## src/rtl/k11_pipe_pkg.sv

```systemverilog
// Shared pipeline definitions for k11 stages.
// State codes double as the occupancy count reported by each stage.
package k11_pipe_pkg;

  localparam logic [1:0] ST_EMPTY = 2'd0;
  localparam logic [1:0] ST_BUSY  = 2'd1;
  localparam logic [1:0] ST_FULL  = 2'd2;

  typedef enum logic [1:0] {
    S_EMPTY = ST_EMPTY,
    S_BUSY  = ST_BUSY,
    S_FULL  = ST_FULL
  } skid_state_e;

endpackage

```

## src/rtl/sat_counter.sv

```systemverilog
// Saturating up-counter.
// Holds at all-ones; only reset clears it.
module sat_counter #(
  parameter int W = 16
) (
  input  logic         clk,
  input  logic         rst_n,
  input  logic         inc_i,
  output logic [W-1:0] count_o
);

  logic [W-1:0] r_count;

  always_ff @(posedge clk or negedge rst_n) begin
    if (!rst_n) begin
      r_count <= '0;
    end else if (inc_i && (r_count != '1)) begin
      r_count <= r_count + 1'b1;
    end
  end

  assign count_o = r_count;

endmodule

```

## src/rtl/skid_stage.sv

```systemverilog
// Fully-registered valid/ready stage with a 2-entry skid buffer.
// valid, ready and data to both sides come straight from flops.
module skid_stage
  import k11_pipe_pkg::*;
#(
  parameter int DATA_W = 32,
  parameter int CNT_W  = 16
) (
  input  logic              clk,
  input  logic              rst_n,
  input  logic              flush_i,
  input  logic              valid_i,
  input  logic [DATA_W-1:0] data_i,
  output logic              ready_o,
  output logic              valid_ro,
  output logic [DATA_W-1:0] data_ro,
  input  logic              ready_i,
  output logic [1:0]        occ_o,
  output logic [CNT_W-1:0]  stall_cnt_o
);

  skid_state_e       r_state;
  logic              r_valid;
  logic              r_ready;
  logic [DATA_W-1:0] r_data;
  logic [DATA_W-1:0] r_skid;

  logic w_in;
  logic w_out;
  logic w_stall;

  assign w_in    = valid_i & r_ready;
  assign w_out   = r_valid & ready_i;
  assign w_stall = r_valid & ~ready_i;

  // Flush wins over everything; data regs keep stale contents.
  always_ff @(posedge clk or negedge rst_n) begin
    if (!rst_n) begin
      r_state <= S_EMPTY;
      r_valid <= 1'b0;
      r_ready <= 1'b1;
      r_data  <= '0;
      r_skid  <= '0;
    end else if (flush_i) begin
      r_state <= S_EMPTY;
      r_valid <= 1'b0;
      r_ready <= 1'b1;
    end else begin
      unique case (r_state)
        S_EMPTY: begin
          if (w_in) begin
            r_data  <= data_i;
            r_state <= S_BUSY;
            r_valid <= 1'b1;
            r_ready <= 1'b1;
          end
        end
        S_BUSY: begin
          if (w_in && !w_out) begin
            r_skid  <= data_i;
            r_state <= S_FULL;
            r_ready <= 1'b0;
          end else if (!w_in && w_out) begin
            r_state <= S_EMPTY;
            r_valid <= 1'b0;
          end else if (w_in && w_out) begin
            r_data  <= data_i;
          end
        end
        S_FULL: begin
          if (w_out) begin
            r_data  <= r_skid;
            r_state <= S_BUSY;
            r_ready <= 1'b1;
          end
        end
        default: begin
          r_state <= S_EMPTY;
          r_valid <= 1'b0;
          r_ready <= 1'b1;
        end
      endcase
    end
  end

  sat_counter #(
    .W (CNT_W)
  ) u_stall_cnt (
    .clk     (clk),
    .rst_n   (rst_n),
    .inc_i   (w_stall),
    .count_o (stall_cnt_o)
  );

  assign ready_o  = r_ready;
  assign valid_ro = r_valid;
  assign data_ro  = r_data;
  assign occ_o    = r_state;

endmodule
```

## config.mk

```make
export PLATFORM = sky130hd
export DESIGN_NAME = skid_stage
export DESIGN_NICKNAME = d
export VERILOG_FILES = /design/src/rtl/k11_pipe_pkg.sv /design/src/rtl/sat_counter.sv /design/src/rtl/skid_stage.sv
export SDC_FILE = /design/constraint.sdc
export NUM_CORES = 1
export LEC_CHECK = 0
export BUFFER_PORTS_ARGS = -buffer_cell sky130_fd_sc_hd__buf_2
export CORE_MARGIN = 5
export CORE_UTILIZATION = 24
export CTS_CLUSTER_SIZE = 20
export DETAILED_ROUTE_END_ITERATION = 8
export PLACE_DENSITY = 0.46
export SLEW_MARGIN = 0
export SYNTH_ARGS = -nofsm -noshare
export SYNTH_HDL_FRONTEND = slang
export SYNTH_SLANG_ARGS = --single-unit
export TNS_END_PERCENT = 10
```

## constraint.sdc

```tcl
create_clock -name clk -period 2.3 [get_ports clk]
set_clock_uncertainty 0.1 [all_clocks]
set_input_delay 0.115 -clock clk [delete_from_list [all_inputs] [get_ports clk]]
set_output_delay 0.115 -clock clk [all_outputs]
set_load 0.02 [all_outputs]
```

* Word level (Yosys, flattened, before mapping)
Index checks and enable logic that the tools add are counted.
Operators by class: add/subtract/negate cells 1, $mul 0, divide/modulo/power cells 0, order comparisons 0, equality and inequality tests 15, shift-type cells 0, multiplexer cells 21, bitwise gates (word level) 5, reductions and logical operators 13
Operators by type and width (number):
- 32-bit 2-to-1 mux | 5
- 32-bit case mux with 3 select lines | 1
- 16-bit by 1-bit adder with 16-bit output, second input constant | 1
- 16-bit inequality test, second input constant | 1
- 3-bit inequality test, second input constant | 5
- 2-bit inequality test, second input constant | 6
- 2-bit 2-to-1 mux | 5
- 3-bit AND reduction | 3
- 1-bit 2-to-1 mux | 7
- 7-bit AND reduction | 1
- 1-bit case mux with 3 select lines | 2
- 2-bit case mux with 3 select lines | 1
- 1-bit logical AND | 4
- 4-bit inequality test, second input constant | 1
- 4-bit AND reduction | 1
- 1-bit bitwise AND | 3
- 3-bit nonzero test | 1
- 2-bit by 1-bit equality test with 1-bit output, second input constant | 1
- 2-bit equality test, second input constant | 1
- 1-bit logical NOT | 2
- 2-bit logical NOT | 1
- 1-bit NOT | 2
Storage, ports and cells: flip-flop bits (word level) 84, bits in latches 0, RAM bits 0, memory bits (read-only) 0, input port bits 37, output and inout bits 52, word-level logic and storage cells 61, memories 0

* Logic depth before layout (Yosys ltp)
depth in word-level cells 7, gate-level depth with buffers 7, gate-level depth less buffers 5

* Hierarchy
Synthesis repeated with hierarchy kept, for this count alone.
Second synthesis, totals: cell total of the unflattened synthesis 310, area, all modules 3808.7 µm²
By module, submodules not included:
- skid_stage | instances 1, cells an instance 238, area each 2949.1 µm², seq. area each 1702.9 µm²
- sat_counter | instances 1, cells an instance 72, area each 859.6 µm², seq. area each 400.4 µm²

* Least setup slack after synthesis
Ideal clock, no wire load.
path kind register to register, start point reg r_state[0] (netlist: occ_o[0]), end point reg r_data[0] (netlist: data_ro[0]), data arrival time 1704 ps, setup slack 369 ps, stages on the path, launching flop included 7, path through dfrtp_1 -> buf_2 -> nor2b_1 -> buf_2 -> buf_2 -> mux2_2 -> mux2_1
On the way: longest elaborated chain between the ends 3
RTL lines:
- start, declared | line skid_stage.sv:22 | skid_state_e r_state;
- start signal, assigned | line skid_stage.sv:39 | r_state <= S_EMPTY;
- start signal, assigned | line skid_stage.sv:45 | r_state <= S_EMPTY;
- start signal, assigned | line skid_stage.sv:53 | r_state <= S_BUSY;
- 2-bit by 1-bit equality test with 1-bit output, or another cell as far along | line skid_stage.sv:49 | unique case (r_state)
- 2-bit inequality test (no line) or 3-bit nonzero test (tied branches)
- 7-bit AND reduction (no line)
- end signal, assigned | line skid_stage.sv:52 | r_data <= data_i;
- end signal, assigned | line skid_stage.sv:67 | r_data <= data_i;
- end signal, assigned | line skid_stage.sv:72 | r_data <= r_skid;
- end, declared | line skid_stage.sv:25 | logic [DATA_W-1:0] r_data;
Several ways; a longest one is shown, not always the timed one. A chain may end at the register's enable or synchronous reset.

* Worst setup path in the final report
start point reg u_stall_cnt.r_count[0] (netlist: u_stall_cnt.count_o[0]), end point reg u_stall_cnt.r_count[14] (netlist: u_stall_cnt.count_o[14])
On the way: longest elaborated chain between the ends 2
RTL lines:
- start, declared | line sat_counter.sv:12 | logic [W-1:0] r_count;
- start signal, assigned | line sat_counter.sv:18 | r_count <= r_count + 1'b1;
- branches (longest 2 deep; another with 16-bit by 1-bit adder with 16-bit output)
Several ways; the timed one is not identified.

==> flow_summary_export.csv <==
group,metric,value,unit
flow_run,drv_cap,0,
power_and_ir_drop,p_clk_share,29.9,%
critical_path,r2r-end,"u_stall_cnt.count_o[14]",
clock_tree,cts_root_buffer,"clkbuf_16",
clock_tree,clk_pin_slew,0.06,ns
synthesis,ys_seq_area_share,54.88,%
clock_tree,clock_path_buffers,2,
placement,dp_hpwl,6.256,mm
routing,drc,0,
power_and_ir_drop,peakVddDrop,412.1,uV
power_and_ir_drop,seqPwrFrac,42.3,%
timing,slew_violations,0,
routing,wl_per_cell,14.39,um
critical_path,worstPathArrival,2.10,ns
critical_path,cp_data_required_time,2.47,ns
synthesis,netlist.area_leader.share,54.20,%
floorplanning,pin_count,89,
grt,track_usage,10.34,%
critical_path,timing.critical_path.buf_inv,0,
floorplanning,die_h,136.4,um
power_and_ir_drop,swShare,31.40,%
grt,gr-total-overflow,0,
synthesis,syn_area,3832,um2
synthesis,synth_warnings,0,
timing,worstMarginPinSlew,0.5617,ns
critical_path,cp_max_fo,6,
floorplanning,floorplan.rows,46,
power_and_ir_drop,power_density,1083,nW/um2
finish,nFillCells,1633,
synthesis,synth_seq_cells,84,
synthesis,yosysUniqueCellTypes,43,
clock_tree,insertion_delay,0.34,ns
finish,fin_nets,444,
finish,syn2layout_area_growth,37.02,%
finish,diodes,0,
timing,timing.setup.tns,0,ns
timing,fmax,516.4,MHz
routing,routed_wl,9.023,mm
synthesis,synthCells,277,
timing,rsz0062_at_grt,"no",
status,outcome,"finished, final reports clean",
grt,grt_pass1_vias,2833,
critical_path,crit_type,"flip-flop to flip-flop",
timing,fin_crit_sh,84.20,%
synthesis,yosysTopAreaCell,"dfrtp_1",
floorplanning,die_x,136.4,um
power_and_ir_drop,p_leak,2.368,nW
grt,grt_max_degree,47,
routing,via_per_inst,4.317,
floorplanning,coreArea,15770,um2
routing,via_count,2707,
worst_hold_path,hold_class,"input pin to flip-flop",
timing,final_hold_viol_count,0,
synthesis,syn_avg_cell_area,13.84,um2
routing,drt_pre_antenna_iters,4,
critical_path,r2r_setup_slack,0.36,ns
finish,fin_cells,627,
power_and_ir_drop,pwr-share-comb,27.8,%
critical_path,crit_chain,"ha_1, nand4b_1, or3_1, nor4_4, xor2_1",
timing,setup_violations,0,
timing,layout_min_cycle_time,1.937,ns
worst_hold_path,min_path_cells,4,
critical_path,path_delay_family,"simple AND/OR/NAND/NOR gates",
clock_tree,clock-sinks,84,
power_and_ir_drop,power,5.689,mW
power_and_ir_drop,internal-power,3.903,mW
power_and_ir_drop,p_sw,1.786,mW
clock_tree,cts_tree,"built",
placement,portBuffers,88,
critical_path,worstSetupStartpoint,"u_stall_cnt.count_o[0]",
critical_path,crit_path_end,"u_stall_cnt.count_o[14]",
critical_path,critical_path.slowest_cell,"or3_1",
grt,grt_pass1_wl,14.65,mm
clock_tree,cts_inserted_buffers,9,
routing,wl_met2,4.160,mm
placement,gp_congestion,0.7501,
critical_path,slowest_delay,0.48,ns
clock_tree,h-tree-depth,3,
routing,drt-met1-wl,4.070,mm
floorplanning,dieArea,18600,um2
routing,drtIter0Drc,71,
critical_path,cp-start-kind,"flip-flop",
critical_path,rr_startpoint,"u_stall_cnt.count_o[0]",
placement,place_inst,577,
grt,antenna_found_initial,0,
routing,wl_met3,612,um
floorplanning,start_util,24.30,%
routing,routed.top_layer,"met4",
routing,ant_nets,0,
synthesis,synth_fp_nets,315,
clock_tree,postCtsSetupBuffers,0,
critical_path,reg2reg_depth,5,
synthesis,synth.top_cells.by_area,"dfrtp_1 54%, mux2_1 20%, mux2_2 8.5%, xor2_1 1.8%, nor2_1 1.2%",
critical_path,endpoint_kind,"flip-flop",
timing,max_slew_margin,62.55,%
finish,drive_above_1_share,36.50,%
critical_path,worst-path-stages,5,
-- worst min-delay path: cells and delay by family --
family,cells,cell delay (ns)
AO/OA/AOI/OAI,2,0.20
buffers and inverters,1,0.12
AND/OR/NAND/NOR,1,0.07
-- Yosys cell counts (all sizes together) --
master and instances:
a21o 1, a21oi 6, a2bb2oi 1, a31oi 2, a32oi 1, a41oi 1, and2 1, and3 1
and4 3, buf 12, dfrtp 83, dfstp 1, ha 1, inv 2, mux2 97, nand2 9
nand2b 2, nand3 5, nand4 6, nand4b 2, nor2 12, nor2b 3, nor3 5, nor3b 1
nor4 2, nor4b 1, o21ai 2, o21bai 1, o22ai 1, o31ai 2, or3 1, xnor2 1
xor2 8
-- power groups by stage --
| stage | sequential [mW] | clock [mW] | combinational (mW) |
|---|---|---|---|
| after floorplan | 2.76 | 0 | 0.622 |
| after global placement | 2.41 | 0 | 1.53 |
| after detailed placement | 2.44 | 0 | 1.58 |
| after CTS | 2.42 | 1.78 | 1.63 |
| after global routing | 2.49 | 1.82 | 1.73 |
| final | 2.41 | 1.70 | 1.58 |
-- cells in the final DEF (no fill, tap or decap), drive strengths merged, types with 3 or more instances in the layout --
cell and count:
mux2 97, buf 96, dfrtp 83, dlygate4sd3 34
nor2 12, clkbuf 12, nand2 9, xor2 8
a21oi 6, nand4 6, nand3 5, nor3 5
bufinv 3, and4 3, nor2b 3
-- how the worst min path moves through the flow --
stage / slack (ns) / start / endpoint
global route: 0.11 / ready_i / valid_ro
finish: 0.07 / valid_i / ready_o
floorplan: -0.28 / rst_n / data_ro[0]
global placement: 0.04 / rst_n / r_skid[19]
detailed placement: 0.04 / rst_n / r_skid[21]
CTS: 0.05 / ready_i / valid_ro
-- sequential cells by signal, indices dropped and copies added, names as in the netlist --
name,cells
data_ro,32
ready_o,1
valid_ro,1
r_skid,32
occ_o,2
u_stall_cnt.count_o,16
-- repair_timing --
action / 4_1_cts / 5_1_grt
hold buffers: 34 / 0
setup endpoints to repair: 0 / 0
gates resized for setup: 0 / 0
hold endpoints to repair: 74 / 0
-- routing by layer --
metal | vias to the layer above | global-route usage, %
met3 | 12 | 3.849
met2 | 78 | 16.10
li1 | 1261 | -
met1 | 1356 | 12.94
met4 | 0 | 4.199
met5 | - | 0
-- logic make-up after synthesis --
family,share of synthesized area (%)
AO/OA/AOI/OAI,3.297
XOR/XNOR,2.057
adder cells (fa/ha/maj),0.3264
buffers and inverters,2.122
flip-flops,54.88
multiplexers,28.50
AND/OR/NAND/NOR,8.815
-- layout make-up --
cell class / count / area, um2 / area share (%)
Clock buffer: 12 / 256.5 / 4.884
Clock inverter: 4 / 95.09 / 1.811
Inverter: 2 / 7.507 / 0.1430
Multi-Input combinational cell: 179 / 1663 / 31.67
Sequential cell: 84 / 2103 / 40.05
Tap cell: 216 / 270.3 / 5.147
Timing Repair Buffer: 130 / 855.8 / 16.30
-- through the flow --
step	hold slack, ns	cell area [um2]	util (%)	setup slack, ns
2_1_floorplan	-0.2806	3832	-	0.3685
3_3_place_gp	0.03992	4559	28.91	0.3691
3_5_place_dp	0.04357	4559	28.91	0.3654
4_1_cts	0.05260	5251	33.30	0.3359
5_1_grt	0.1072	5251	33.30	0.2187
6_report	0.07112	5251	33.30	0.3634
Power figures use the tool's default switching activity.
